$ cat src/rtl/port0_pkt_arbiter.sv
// port0_pkt_arbiter
//   Packet-level arbiter sharing the Port_0 output mux between the LCM and
//   SSM packet sources. One source is granted at a time. The grant is
//   released only on a tail word (tag 10 with data_wr) or on a stall
//   timeout. A one-cycle GAP always follows a release.
//
// Parameters
//   PRIO_MODE       0 = round-robin, 1 = LCM strict priority
//   TIMEOUT_CYCLES  stall tolerance inside a grant (>= 2)
//   CNT_WIDTH       width of the per-source packet counters
//
// Ports
//   clk, rst                 clock, synchronous active-high reset
//   lcm2arb_req/ssm2arb_req  level requests (complete packet ready)
//   port_0_ready             sampled only when picking a winner in IDLE
//   mux2port_0_data_tag      word tag on mux output (01 head, 11 body, 10 tail)
//   mux2port_0_data_wr       word strobe on mux output
//   arb2lcm_grant/arb2ssm_grant  level grants
//   mux2port_0_rd            mux select, 0 = LCM, 1 = SSM
//   timeout_err              one-cycle pulse on forced release
//   stray_wr_err             one-cycle pulse on data_wr with no grant
//   lcm_pkt_cnt/ssm_pkt_cnt  completed packet counts, wrapping
module port0_pkt_arbiter #(
  parameter int PRIO_MODE      = 0,
  parameter int TIMEOUT_CYCLES = 1024,
  parameter int CNT_WIDTH      = 16
) (
  input  logic                 clk,
  input  logic                 rst,
  input  logic                 lcm2arb_req,
  input  logic                 ssm2arb_req,
  input  logic                 port_0_ready,
  input  logic [1:0]           mux2port_0_data_tag,
  input  logic                 mux2port_0_data_wr,
  output logic                 arb2lcm_grant,
  output logic                 arb2ssm_grant,
  output logic                 mux2port_0_rd,
  output logic                 timeout_err,
  output logic                 stray_wr_err,
  output logic [CNT_WIDTH-1:0] lcm_pkt_cnt,
  output logic [CNT_WIDTH-1:0] ssm_pkt_cnt
);

  localparam int TW = (TIMEOUT_CYCLES > 2) ? $clog2(TIMEOUT_CYCLES) : 1;
  // The counter would reach TIMEOUT_CYCLES-1 at the coming edge, so release
  // is decided one value early and the registered pulse lands with it.
  localparam logic [TW-1:0] TO_LAST = TW'(TIMEOUT_CYCLES - 2);

  typedef enum logic [1:0] {IDLE, GNT_LCM, GNT_SSM, GAP} state_t;

  state_t         state, state_nxt;
  logic           last_ssm, last_ssm_nxt;
  logic           rd_nxt;
  logic [TW-1:0]  to_cnt, to_cnt_nxt;
  logic           to_err_nxt, stray_nxt;
  logic           lcm_inc, ssm_inc;
  logic           pick_ssm, tail, to_hit;

  assign arb2lcm_grant = (state == GNT_LCM);
  assign arb2ssm_grant = (state == GNT_SSM);

  always_comb begin
    tail   = mux2port_0_data_wr && (mux2port_0_data_tag == 2'b10);
    to_hit = !mux2port_0_data_wr && (to_cnt == TO_LAST);

    if (PRIO_MODE != 0)
      pick_ssm = !lcm2arb_req;
    else if (lcm2arb_req && ssm2arb_req)
      pick_ssm = !last_ssm;
    else
      pick_ssm = ssm2arb_req;

    state_nxt    = state;
    last_ssm_nxt = last_ssm;
    rd_nxt       = mux2port_0_rd;
    to_cnt_nxt   = '0;
    to_err_nxt   = 1'b0;
    stray_nxt    = 1'b0;
    lcm_inc      = 1'b0;
    ssm_inc      = 1'b0;

    case (state)
      IDLE: begin
        stray_nxt = mux2port_0_data_wr;
        if (port_0_ready && (lcm2arb_req || ssm2arb_req)) begin
          state_nxt    = pick_ssm ? GNT_SSM : GNT_LCM;
          rd_nxt       = pick_ssm;
          last_ssm_nxt = pick_ssm;
        end
      end
      GNT_LCM, GNT_SSM: begin
        if (tail) begin
          state_nxt = GAP;
          lcm_inc   = (state == GNT_LCM);
          ssm_inc   = (state == GNT_SSM);
        end else if (to_hit) begin
          state_nxt  = GAP;
          to_err_nxt = 1'b1;
        end else if (!mux2port_0_data_wr) begin
          to_cnt_nxt = to_cnt + TW'(1);
        end
      end
      GAP: begin
        stray_nxt = mux2port_0_data_wr;
        state_nxt = IDLE;
      end
      default: state_nxt = IDLE;
    endcase
  end

  always_ff @(posedge clk) begin
    if (rst) begin
      state         <= IDLE;
      last_ssm      <= 1'b1;
      mux2port_0_rd <= 1'b0;
      to_cnt        <= '0;
      timeout_err   <= 1'b0;
      stray_wr_err  <= 1'b0;
      lcm_pkt_cnt   <= '0;
      ssm_pkt_cnt   <= '0;
    end else begin
      state         <= state_nxt;
      last_ssm      <= last_ssm_nxt;
      mux2port_0_rd <= rd_nxt;
      to_cnt        <= to_cnt_nxt;
      timeout_err   <= to_err_nxt;
      stray_wr_err  <= stray_nxt;
      if (lcm_inc) lcm_pkt_cnt <= lcm_pkt_cnt + CNT_WIDTH'(1);
      if (ssm_inc) ssm_pkt_cnt <= ssm_pkt_cnt + CNT_WIDTH'(1);
    end
  end

endmodule

$ cat config.mk
export PLATFORM = sky130hd
export DESIGN_NAME = port0_pkt_arbiter
export DESIGN_NICKNAME = d
export VERILOG_FILES = /design/src/rtl/port0_pkt_arbiter.sv
export SDC_FILE = /design/constraint.sdc
export NUM_CORES = 1
export LEC_CHECK = 0
export CORE_MARGIN = 5
export CORE_UTILIZATION = 30
export DETAILED_ROUTE_END_ITERATION = 8
export GPL_ROUTABILITY_DRIVEN = 0
export PLACE_DENSITY = 0.63
export REMOVE_ABC_BUFFERS = 1
export SLEW_MARGIN = 20
export SYNTH_ARGS = -nofsm -noshare
export SYNTH_HDL_FRONTEND = slang
export SYNTH_SLANG_ARGS = --single-unit
$ cat constraint.sdc
create_clock -name clk -period 2 [get_ports clk]
set_input_delay 0.4 -clock clk [delete_from_list [all_inputs] [get_ports clk]]
set_output_delay 0.4 -clock clk [all_outputs]
set_load 0.05 [all_outputs]
Yosys cells after proc, flatten, opt, wreduce, memory -nomap -nowiden:

Cells that the tools add are included.

* register bits: 48
* input port bits: 8
* output and inout bits: 37
* logic and storage cells: 46

* add/sub/neg operators: 3
* equal/unequal tests: 7
* multiplexer cells: 11
* bitwise operators: 2
* reductions and logical operators: 15

Operators with widths (count)
* $add A16 B1 Y16 const B: 2
* $add A10 B1 Y10 const B: 1
* $eq A10 B10 Y1 const B: 1
* $mux W2: 4
* $eq A2 B2 Y1 const B: 3
* $mux W1: 6
* $pmux W2 S3: 1
* $reduce_or A2 Y1: 3
* $reduce_or A5 Y1: 1
* $logic_and A1 B1 Y1: 4
* $reduce_and A2 Y1: 2
* $ne A3 B3 Y1 const B: 1
* $reduce_or A3 Y1: 1
* $eq A2 B1 Y1 const B: 1
* $logic_not A1 Y1: 2
* $logic_not A2 Y1: 1
* $ne A2 B2 Y1 const B: 1
* $not A1 Y1: 2
* $logic_or A1 B1 Y1: 1

Logic depth before layout (Yosys ltp):

* word-level depth: 5
* mapped depth: 7
* depth with buffers taken out: 6

Worst setup path after synthesis:

Ideal clock, no wire load.

* kind: reg-to-reg
* from: register state[1]
* to: register lcm_pkt_cnt[15]
* setup time: 121 ps
* arrival: 2207 ps
* data required time: 1879 ps
* slack: -328 ps
* stages on the path, launching flop included: 7
* path buffers: 0
* period minus slack after synthesis: 2328 ps
* cells stage by stage: dfxtp_1 -> inv_1 -> ha_1 -> nand4_1 -> nor4_1 -> nor3b_1 -> mux2_2

* word-level cells in the longest chain between the ends: 3
* elaborated cells on any way between the ends: 5
* those cells by class: eq/ne: 2; mux: 2; reduce/logical: 1

RTL lines
* start: declaration: RTL line 51 `state_t state, state_nxt;`
* start signal: assignment: RTL line 122 `state <= state_nxt;`
* $eq A2 B1 Y1 *
* net arb2lcm_grant: RTL line 35 `output logic arb2lcm_grant,`
* $mux W1 / $reduce_or A2 Y1 (equally long branches): RTL line 92, 82
* $mux W1 *: RTL line 82 `case (state)`
* end signal: assignment: RTL line 128 `if (lcm_inc) lcm_pkt_cnt <= lcm_pkt_cnt + CNT_WIDTH'(1);`
* end: declaration: RTL line 40 `output logic [CNT_WIDTH-1:0] lcm_pkt_cnt,`

Mark *: on every way through the listed nets, which the timed path passes. The rest lies on a longest branch.
A chain may end at the register's enable or synchronous reset.

Worst setup path in the final report:

* from: register ssm_pkt_cnt[12]
* to: output port ssm_pkt_cnt[12]

RTL lines
* start: declaration: RTL line 41 `output logic [CNT_WIDTH-1:0] ssm_pkt_cnt`
* start signal: assignment: RTL line 129 `if (ssm_inc) ssm_pkt_cnt <= ssm_pkt_cnt + CNT_WIDTH'(1);`

No word-level cell between the ends.

==> flow_metrics.env <==
export IMPL_cts_hold_buf=0
export IMPL_routed_via_density=4.70
export IMPL_hold_slack_ns=0.471
export IMPL_syn_instance_count=253
export IMPL_worstPathRequired_ns=1.60
export IMPL_finalWorstSetupSlack_ns=0.0677
export IMPL_slew_violations=0
export IMPL_ys_flop_type="dfxtp_1"
export IMPL_worstSetupPathType="reg2out"
export IMPL_path_buf_inv=1
export IMPL_critPathMaxFanout=5
export IMPL_syn_cell_area_sq_mm=0.00222
export IMPL_max_slew_margin_rel_pct=65.8
export IMPL_critPathTopFamily="buffers and inverters"
export IMPL_dr_pass1_iters=4
export IMPL_finalCritPeriodShare_pct=96.6
export IMPL_cp_data_arrival_time_ns=1.53
export IMPL_core_rowCount=31
export IMPL_clk_latency_ns=0.30
export IMPL_antenna_found_initial=0
export IMPL_synth_warnings=0
export IMPL_drv_cap=0
export IMPL_r2r_end="lcm_pkt_cnt[12]"
export IMPL_nNetsFinal=341
export IMPL_diodes=0
export IMPL_power_density_mw_per_mm2=745
export IMPL_grt_max_degree=44
export IMPL_globalRouteTotalUtil_pct=12.2
export IMPL_cts_htree_levels=2
export IMPL_synth_async_reset_ratio_pct=0
export IMPL_ant_nets=0
export IMPL_status="finished, final reports clean"
export IMPL_ir_drop_mv=0.574
export IMPL_finalCriticalPeriod_ns=1.93
export IMPL_wl_mm=5.17
export IMPL_finClkSkew_ns=0.00830
export IMPL_cts_root_buffer="clkbuf_8"
export IMPL_wl_per_cell_microns=12.2
export IMPL_grt_pass1_vias=1988
export IMPL_first_iter_violations=93
export IMPL_worst_setup_path_start_kind="flip-flop"
export IMPL_die_x_microns=95.9
export IMPL_hp_start="last_ssm"
export IMPL_ys_ff_latch=48
export IMPL_pin_count=45
export IMPL_finalPower_uw=2340
export IMPL_ff_latch_area_sq_um=963
export IMPL_dieArea_sq_mm=0.00921
export IMPL_drc_errors=0
export IMPL_syn_to_final_growth_pct=41.8
export IMPL_multiInputGateArea_sq_mm=0.00124
export IMPL_worstHoldEndpoint="last_ssm"
export IMPL_grt_pass1_wl_mm=8.91
export IMPL_initial_core_util_pct=30.7
export IMPL_rsz0062_at_grt="true"
export IMPL_die_h_microns=95.9
export IMPL_r2r_start="state[0]"
export IMPL_slowest_delay_ns=0.84
export IMPL_drive_gt1_share_pct=21.2
export IMPL_slowest_stage="clkdlybuf4s50_1"
export IMPL_hold_class="reg2reg"
export IMPL_synth_edf_count=0
export IMPL_grt_overflow=0
export IMPL_synth_area_per_cell_sq_um=8.76
export IMPL_setup_viol=0
export IMPL_n_fill_cell=727
export IMPL_num_vias=1996
export IMPL_clock_sinks=48
export IMPL_reg2reg_depth=6
export IMPL_synth_cell_types=38
export IMPL_cp_end_kind="primary output"
export IMPL_cts_tree="yes"
export IMPL_cts_buffers=5
export IMPL_port_buffers=44
export IMPL_r2r_slack_ns=0.08
export IMPL_p_leak_uw=0.00125
export IMPL_yosysSeqAreaShare_pct=43.4
export IMPL_clkTransAtPathRegs_ns=0.08
export IMPL_final_hold_viol_count=0
export IMPL_pre_cts_slack_ns=-0.404
export IMPL_place_detailed_hpwl_mm=3.81
export IMPL_whs_path_depth=2
export IMPL_cts_path_max_buffers=2
export IMPL_crit_chain="clkdlybuf4s50_1"
export IMPL_worstMarginPinSlew_ns=0.511
export IMPL_core_area_sq_mm=0.00721
export IMPL_max_freq_ghz=0.518
-- Yosys cell counts, types with 6 or more instances --
master	number	area [sq um]
dfxtp_1	48	961
nor2_1	37	139
nand3_1	17	85.1
a21oi_1	16	80.1
nand2_1	16	60.1
xor2_1	13	114
nand4_1	10	62.6
xnor2_1	10	87.6
ha_1	8	100
inv_1	7	26.3
o21ai_0	7	35.0
clkbuf_1	6	22.5
nor3_1	6	30.0
or3_1	6	37.5
or4_1	6	45.0
-- how the worst max path moves through the flow --
stage                             from         endpoint  slack [ns]  depth (start not counted)
global route                  state[0]  lcm_pkt_cnt[14]       -0.01                          6
global placement    mux2port_0_data_wr         state[1]       -0.34                          5
detailed placement  mux2port_0_data_wr         state[1]       -0.40                          5
finish                 ssm_pkt_cnt[12]  ssm_pkt_cnt[12]        0.07                          1
CTS                           state[1]  lcm_pkt_cnt[14]       0.007                          7
floorplan                     state[1]  lcm_pkt_cnt[15]       -0.33                          6
-- routing by layer --
metal | up-vias | wire length [microns] | track usage, %
met1 | 924 | 2350 | 14.5
met3 | 4 | 284 | 3.52
met5 | - | 0 | 0
met4 | 0 | 51 | 3.20
met2 | 32 | 2490 | 21.4
li1 | 1036 | - | -
-- area by class of cell --
class,count,area share (%)
Inverter,7,0.836
Tap cell,99,3.94
Multi-Input combinational cell,190,39.4
Timing Repair Buffer,73,22.0
Sequential cell,48,30.7
Clock inverter,2,0.478
Clock buffer,6,2.63
-- through the flow --
step | std cells | TNS (ns) | utilization, % | cell area [sq um]
2_1_floorplan | 245 | -2.27 | - | 2180
3_3_place_gp | 412 | -4.89 | 40.8 | 2950
3_5_place_dp | 412 | -5.52 | 40.8 | 2950
4_1_cts | 422 | 0 | 42.7 | 3080
5_1_grt | 425 | -0.0127 | 43.5 | 3140
6_report | 425 | 0 | 43.5 | 3140
-- worst reg2reg max path: stages (launching register included) --
cell,delay [ns]
dfxtp_2,0.35
inv_2,0.05
ha_4,0.27
nand4b_4,0.15
or4b_4,0.58
or3_1,0.32
a21oi_1,0.13
-- cell usage in the layout (no fill, tap or decap), drive strengths merged, types with 8 or more instances in the layout --
cell type      instances
dfxtp                 48
buf                   42
nor2                  37
clkdlybuf4s50         23
nand3                 17
a21oi                 16
nand2                 16
xor2                  13
nand4                 10
xnor2                 10
ha                     8
-- logic make-up after synthesis --
kind of cell / synth area share, %
AND/OR/NAND/NOR: 28.3
flip-flops: 43.4
AO/OA/AOI/OAI: 9.15
XOR/XNOR: 9.09
buffers and inverters: 2.65
adder cells (fa/ha/maj): 4.52
multiplexers: 2.94
-- sequential cells by signal (all words and copies together), names as in the netlist --
signal	flops
ssm_pkt_cnt	16
lcm_pkt_cnt	16
stray_wr_err	1
last_ssm	1
mux2port_0_rd	1
to_cnt	10
state	2
timeout_err	1
-- repair_timing --
action                     4_1_cts  5_1_grt
pin swaps                        1        7
resized for setup                7       13
cloned                           0        0
setup endpoints to repair       11       19
buffers inserted                 2        3
-- power breakdown --
part	internal (uW)	switching, uW
Combinational	365	352
Clock	280	327
Sequential	992	22.7
Power figures use the tool's default switching activity.
==> patch 1: new RTL, config.mk and constraints unchanged <==
The output `stray_wr_err` loses its register stage (`stray_wr_err` becomes a continuous assignment). Comments in the files are not updated.
--- a/src/rtl/port0_pkt_arbiter.sv
+++ b/src/rtl/port0_pkt_arbiter.sv
@@ -115,7 +115,6 @@
       mux2port_0_rd <= 1'b0;
       to_cnt        <= '0;
       timeout_err   <= 1'b0;
-      stray_wr_err  <= 1'b0;
       lcm_pkt_cnt   <= '0;
       ssm_pkt_cnt   <= '0;
     end else begin
@@ -124,11 +123,12 @@
       mux2port_0_rd <= rd_nxt;
       to_cnt        <= to_cnt_nxt;
       timeout_err   <= to_err_nxt;
-      stray_wr_err  <= stray_nxt;
       if (lcm_inc) lcm_pkt_cnt <= lcm_pkt_cnt + CNT_WIDTH'(1);
       if (ssm_inc) ssm_pkt_cnt <= ssm_pkt_cnt + CNT_WIDTH'(1);
     end
   end
 
+  assign stray_wr_err = stray_nxt;
+
 endmodule
 
Behaviour: not the same (Yosys sat finds a counterexample within 4 cycles, from zero or initial values and one cycle with rst high).
==> patch 1 against the original RTL <==
  * Utilization is 1.1 points lower
  * Setup slack worse by 0.017 ns
  * Total power is 5.0% lower
  * First-iteration DRC count is 39% lower
  * Cell area is 2.5% lower
  * Routed wire length is 4.5% lower
  * Area after synthesis hardly changed
  * Sequential cell count is 1 lower
  * Critical path type unchanged
  * Largest cell class unchanged
==> patch 1: results <==
cells_and_area:
  drive_gt1_share_pct: 19.6
  n_fill_cell: 715
  n_antenna_cell: 0
  final_common_cell: "dfxtp_1"
  fin_nets: 339
  finalNonFillerCells: 421
  fin_util_pct: 42.5
pwr:
  netSwitchingFraction_pct: 30.8
  p_leak_nw: 1.17
  irDropWorstVdd_mv: 0.526
route:
  via_per_inst: 4.61
  drt_iter0_drc: 57
  detail_route.first_pass.iterations: 4
  wl_per_cell_um: 11.7
grt:
  grt_pass1_vias: 1761
  antenna_found_initial: 0
  grt_usage_pct: 11.3
  grt_pass1_wl_um: 8150
  grt_max_degree: 24
synthesis:
  yosys_warnings: 0
  synth_seq_area_share_pct: 42.4
  netlist_instances: 254
  synth_async_sr_flop_share_pct: 0
  synth_cell_types: 45
  synthTopCellsByCount: "dfxtp_1, nor2_1, nand2_1, nand3_1, xnor2_1"
  synth_area_leaders: "dfxtp_1, nor2_1, xnor2_1, ha_1, xor2_1"
clock_network:
  cts.clk_slew.worst_paths_ns: 0.09
  numCtsBuffers: 5
  post-cts-setup-buffer-count: 0
  clock_latency_ns: 0.30
timing:
  finalClockSkew_ns: 0.00993
  tightest_slew_ns: 0.506
  maxSlewViolCount: 0
  whs_ns: 0.472
place:
  dp_slack_ns: -0.220
  place_area_sq_um: 2950
  io_buffers: 44
  dp_cells: 415
  dp_hpwl_um: 3780
worst_setup_path:
  slowest_delay_ns: 0.83
  arrival_ns: 1.55
  rr_worst_depth: 7
  crit_start: "ssm_pkt_cnt[0]"
  worstReg2RegEnd: "lcm_pkt_cnt[15]"
  timing.critical_path.slowest_stage_cell: "clkdlybuf4s50_1"
  r2r_slack_ns: 0.13
  reg2reg_from: "state[1]"
  worstPathMaxFanout: 4
min_path:
  hold_class: "register to register"
  min_from: "last_ssm"
  min_to: "last_ssm"
status:
  outcome: "complete, no violations"
## patch 1: how the worst max path moves through the flow
stage                 endpoint  slack [ns]  cells past startpoint
4_1_cts         lcm_pkt_cnt[7]        0.01                      1
3_3_place_gp          state[1]       -0.20                      4
3_5_place_dp          state[1]       -0.22                      4
5_1_grt         lcm_pkt_cnt[9]       0.005                      1
6_report        ssm_pkt_cnt[0]        0.05                      1
2_1_floorplan  lcm_pkt_cnt[15]       -0.14                      6
## patch 1: per-layer routing
metal  GRT usage [%]  wire length (um)  up-vias
met5               0                 0        -
met4            3.55                65        0
met3            4.22               320        6
met2            17.7              2100       42
met1            14.3              2460      872
li1                -                 -     1021
## patch 1: cell type report
cell class | count | area share, %
Timing Repair Buffer | 70 | 21.3
Multi-Input combinational cell | 192 | 40.6
Sequential cell | 47 | 30.7
Inverter | 7 | 0.857
Clock inverter | 1 | 0.245
Clock buffer | 5 | 2.25
Tap cell | 99 | 4.04
## patch 1: logic make-up after synthesis
group / count (synthesis) / share of synthesized area, %
simple gates: 123 / 28.8
flops: 47 / 42.4
fa+ha+maj: 8 / 4.51
compound gates: 30 / 8.69
xor+xnor: 25 / 9.88
buf+inv: 15 / 2.71
mux: 6 / 2.93
## patch 1: tightest hold or removal path, cell delays in order, from the launching register on
cell and delay, ns:
dfxtp_1 0.33, a21oi_1 0.06, nand2_1 0.06
## patch 1: power by group through the flow
stage                     Sequential, mW  Clock, mW  Combinational, mW
after floorplan                     1.01          0              0.334
final                              0.987      0.544              0.692
after detailed placement            1.01          0              0.656
after CTS                          0.985      0.575              0.662
after global routing               0.991      0.606              0.745
after global placement              1.01          0              0.654
## patch 1: what timing repair did
action	in CTS	in global routing
setup endpoints to repair	2	12
pin swaps	0	1
resized for setup	2	8
==> patch 2: new RTL, same settings <==
Made on the original files. Set the parameter `TIMEOUT_CYCLES` to 256 (it was 1024).
--- a/src/rtl/port0_pkt_arbiter.sv
+++ b/src/rtl/port0_pkt_arbiter.sv
@@ -22,7 +22,7 @@
 //   lcm_pkt_cnt/ssm_pkt_cnt  completed packet counts, wrapping
 module port0_pkt_arbiter #(
   parameter int PRIO_MODE      = 0,
-  parameter int TIMEOUT_CYCLES = 1024,
+  parameter int TIMEOUT_CYCLES = 256,
   parameter int CNT_WIDTH      = 16
 ) (
   input  logic                 clk,
Function: same outputs for any inputs over 10 cycles, from zero or initial values and one cycle with rst high; that may be too few to reach the edited logic, so the function may still have changed.
==> patch 2 against the original RTL <==
  * Utilization increased by 0.22 points
  * Critical path type unchanged
  * Routed wire length decreased by 5.8%
  * Setup slack got worse by 0.041 ns
  * Total power decreased by 4.3%
  * Non-clock buffer count decreased by 5
  * Highest routed layer unchanged
  * Sequential cell count decreased by 2
  * Synthesized cell count decreased by 3.6%
  * Sequential power decreased by 3%
  * Cell area decreased by 4.8%
  * Area after synthesis decreased by 4.9%
  * Critical endpoint is now ssm_pkt_cnt[11]
==> patch 2: results <==
cells_and_area:
  largestRegisters: "lcm_pkt_cnt: 16 flops, ssm_pkt_cnt: 16 flops, to_cnt: 8 flops"
  num-clock-buffers: 7
  fin_nets: 326
  drive_gt1_share_pct: 17.1
  multi_input_gates: 181
  buf_share_pct: 22.0
  nNonClkBuffers: 68
  seq_area_share_pct: 30.9
  n_fill_cell: 704
  multi_input_area_share_pct: 39.5
synthesis:
  synth_xor_area_share_pct: 9.56
  yosys_warnings: 0
  synth_seq_area_share_pct: 43.7
  synth_cell_types: 37
  synth_area_leaders: "dfxtp_1, nor2_1, xnor2_1, ha_1, xor2_1"
  synth_mux_area_share_pct: 0.534
  synthAdderAreaFrac_pct: 4.75
  synth-compound-area-share_pct: 10.6
  synth-seq-cells: 46
grt:
  grt_usage_pct: 11.2
  grt_pass1_vias: 1785
  grt_max_degree: 33
  grt_pass1_wl_um: 8120
pwr:
  p_leak_nw: 1.14
  irDropWorstVdd_mv: 0.609
worst_setup_path:
  arrival_ns: 1.57
  worstPathMaxFanout: 6
place:
  place_area_sq_um: 2820
  dp_hpwl_um: 3630
floorplanning:
  placementRows: 30
status:
  outcome: "complete, no violations"
route:
  routed_wl_um: 4870
timing:
  finalClockSkew_ns: 0.00750
  tightest_slew_ns: 0.513
clock_network:
  htree_num_levels: 2
patch 2: cell count changes in the layout (fill, tap and decap cells not counted), moves of 3 or more:
cell and change:
clkdlybuf4s50_1 +9, or3_4 +3, a21oi_2 +4, buf_4 -11
nor2_1 -6, nor4_1 +6, a21oi_1 -4, mux2_2 -3
patch 2: per-stage QoR:
stage | util (%) | cells | hold slack, ns | setup slack [ns] | setup TNS, ns
CTS | 42.4 | 404 | 0.471 | 0.0113 | 0
floorplan | - | 235 | 0.430 | -0.202 | -1.30
global placement | 41.3 | 397 | 0.446 | -0.284 | -2.03
finish | 43.8 | 406 | 0.465 | 0.0265 | 0
detailed placement | 41.3 | 397 | 0.454 | -0.327 | -2.41
global route | 43.8 | 406 | 0.509 | -0.0232 | -0.0536
patch 2: repair_timing:
item	in CTS	in global routing
gates resized for setup	1	22
hold buffers	0	0
buffers inserted	0	2
setup endpoints to repair	4	17
pin swaps	1	5
patch 2: power breakdown:
group | internal, mW | switching (mW) | leakage [nW]
clock | 0.241 | 0.295 | 0.0383
combinational | 0.350 | 0.377 | 0.731
sequential | 0.954 | 0.0209 | 0.372
total | 1.55 | 0.693 | 1.14
patch 2: path summary, 6_finish.rpt:
kind              startpoint         endpoint  slack (ns)
max          ssm_pkt_cnt[11]  ssm_pkt_cnt[11]        0.03
min reg2reg    mux2port_0_rd    mux2port_0_rd        0.47
max reg2reg         state[1]  lcm_pkt_cnt[11]        0.06
min            mux2port_0_rd    mux2port_0_rd        0.47
patch 2: metal layers:
metal | share of wire [%] | track usage (%) | wire [um]
met1 | 49 | 14.7 | 2380
met2 | 45 | 18.2 | 2210
met3 | 4.7 | 2.88 | 227
met4 | 1.1 | 3.25 | 53
met5 | 0 | 0 | 0
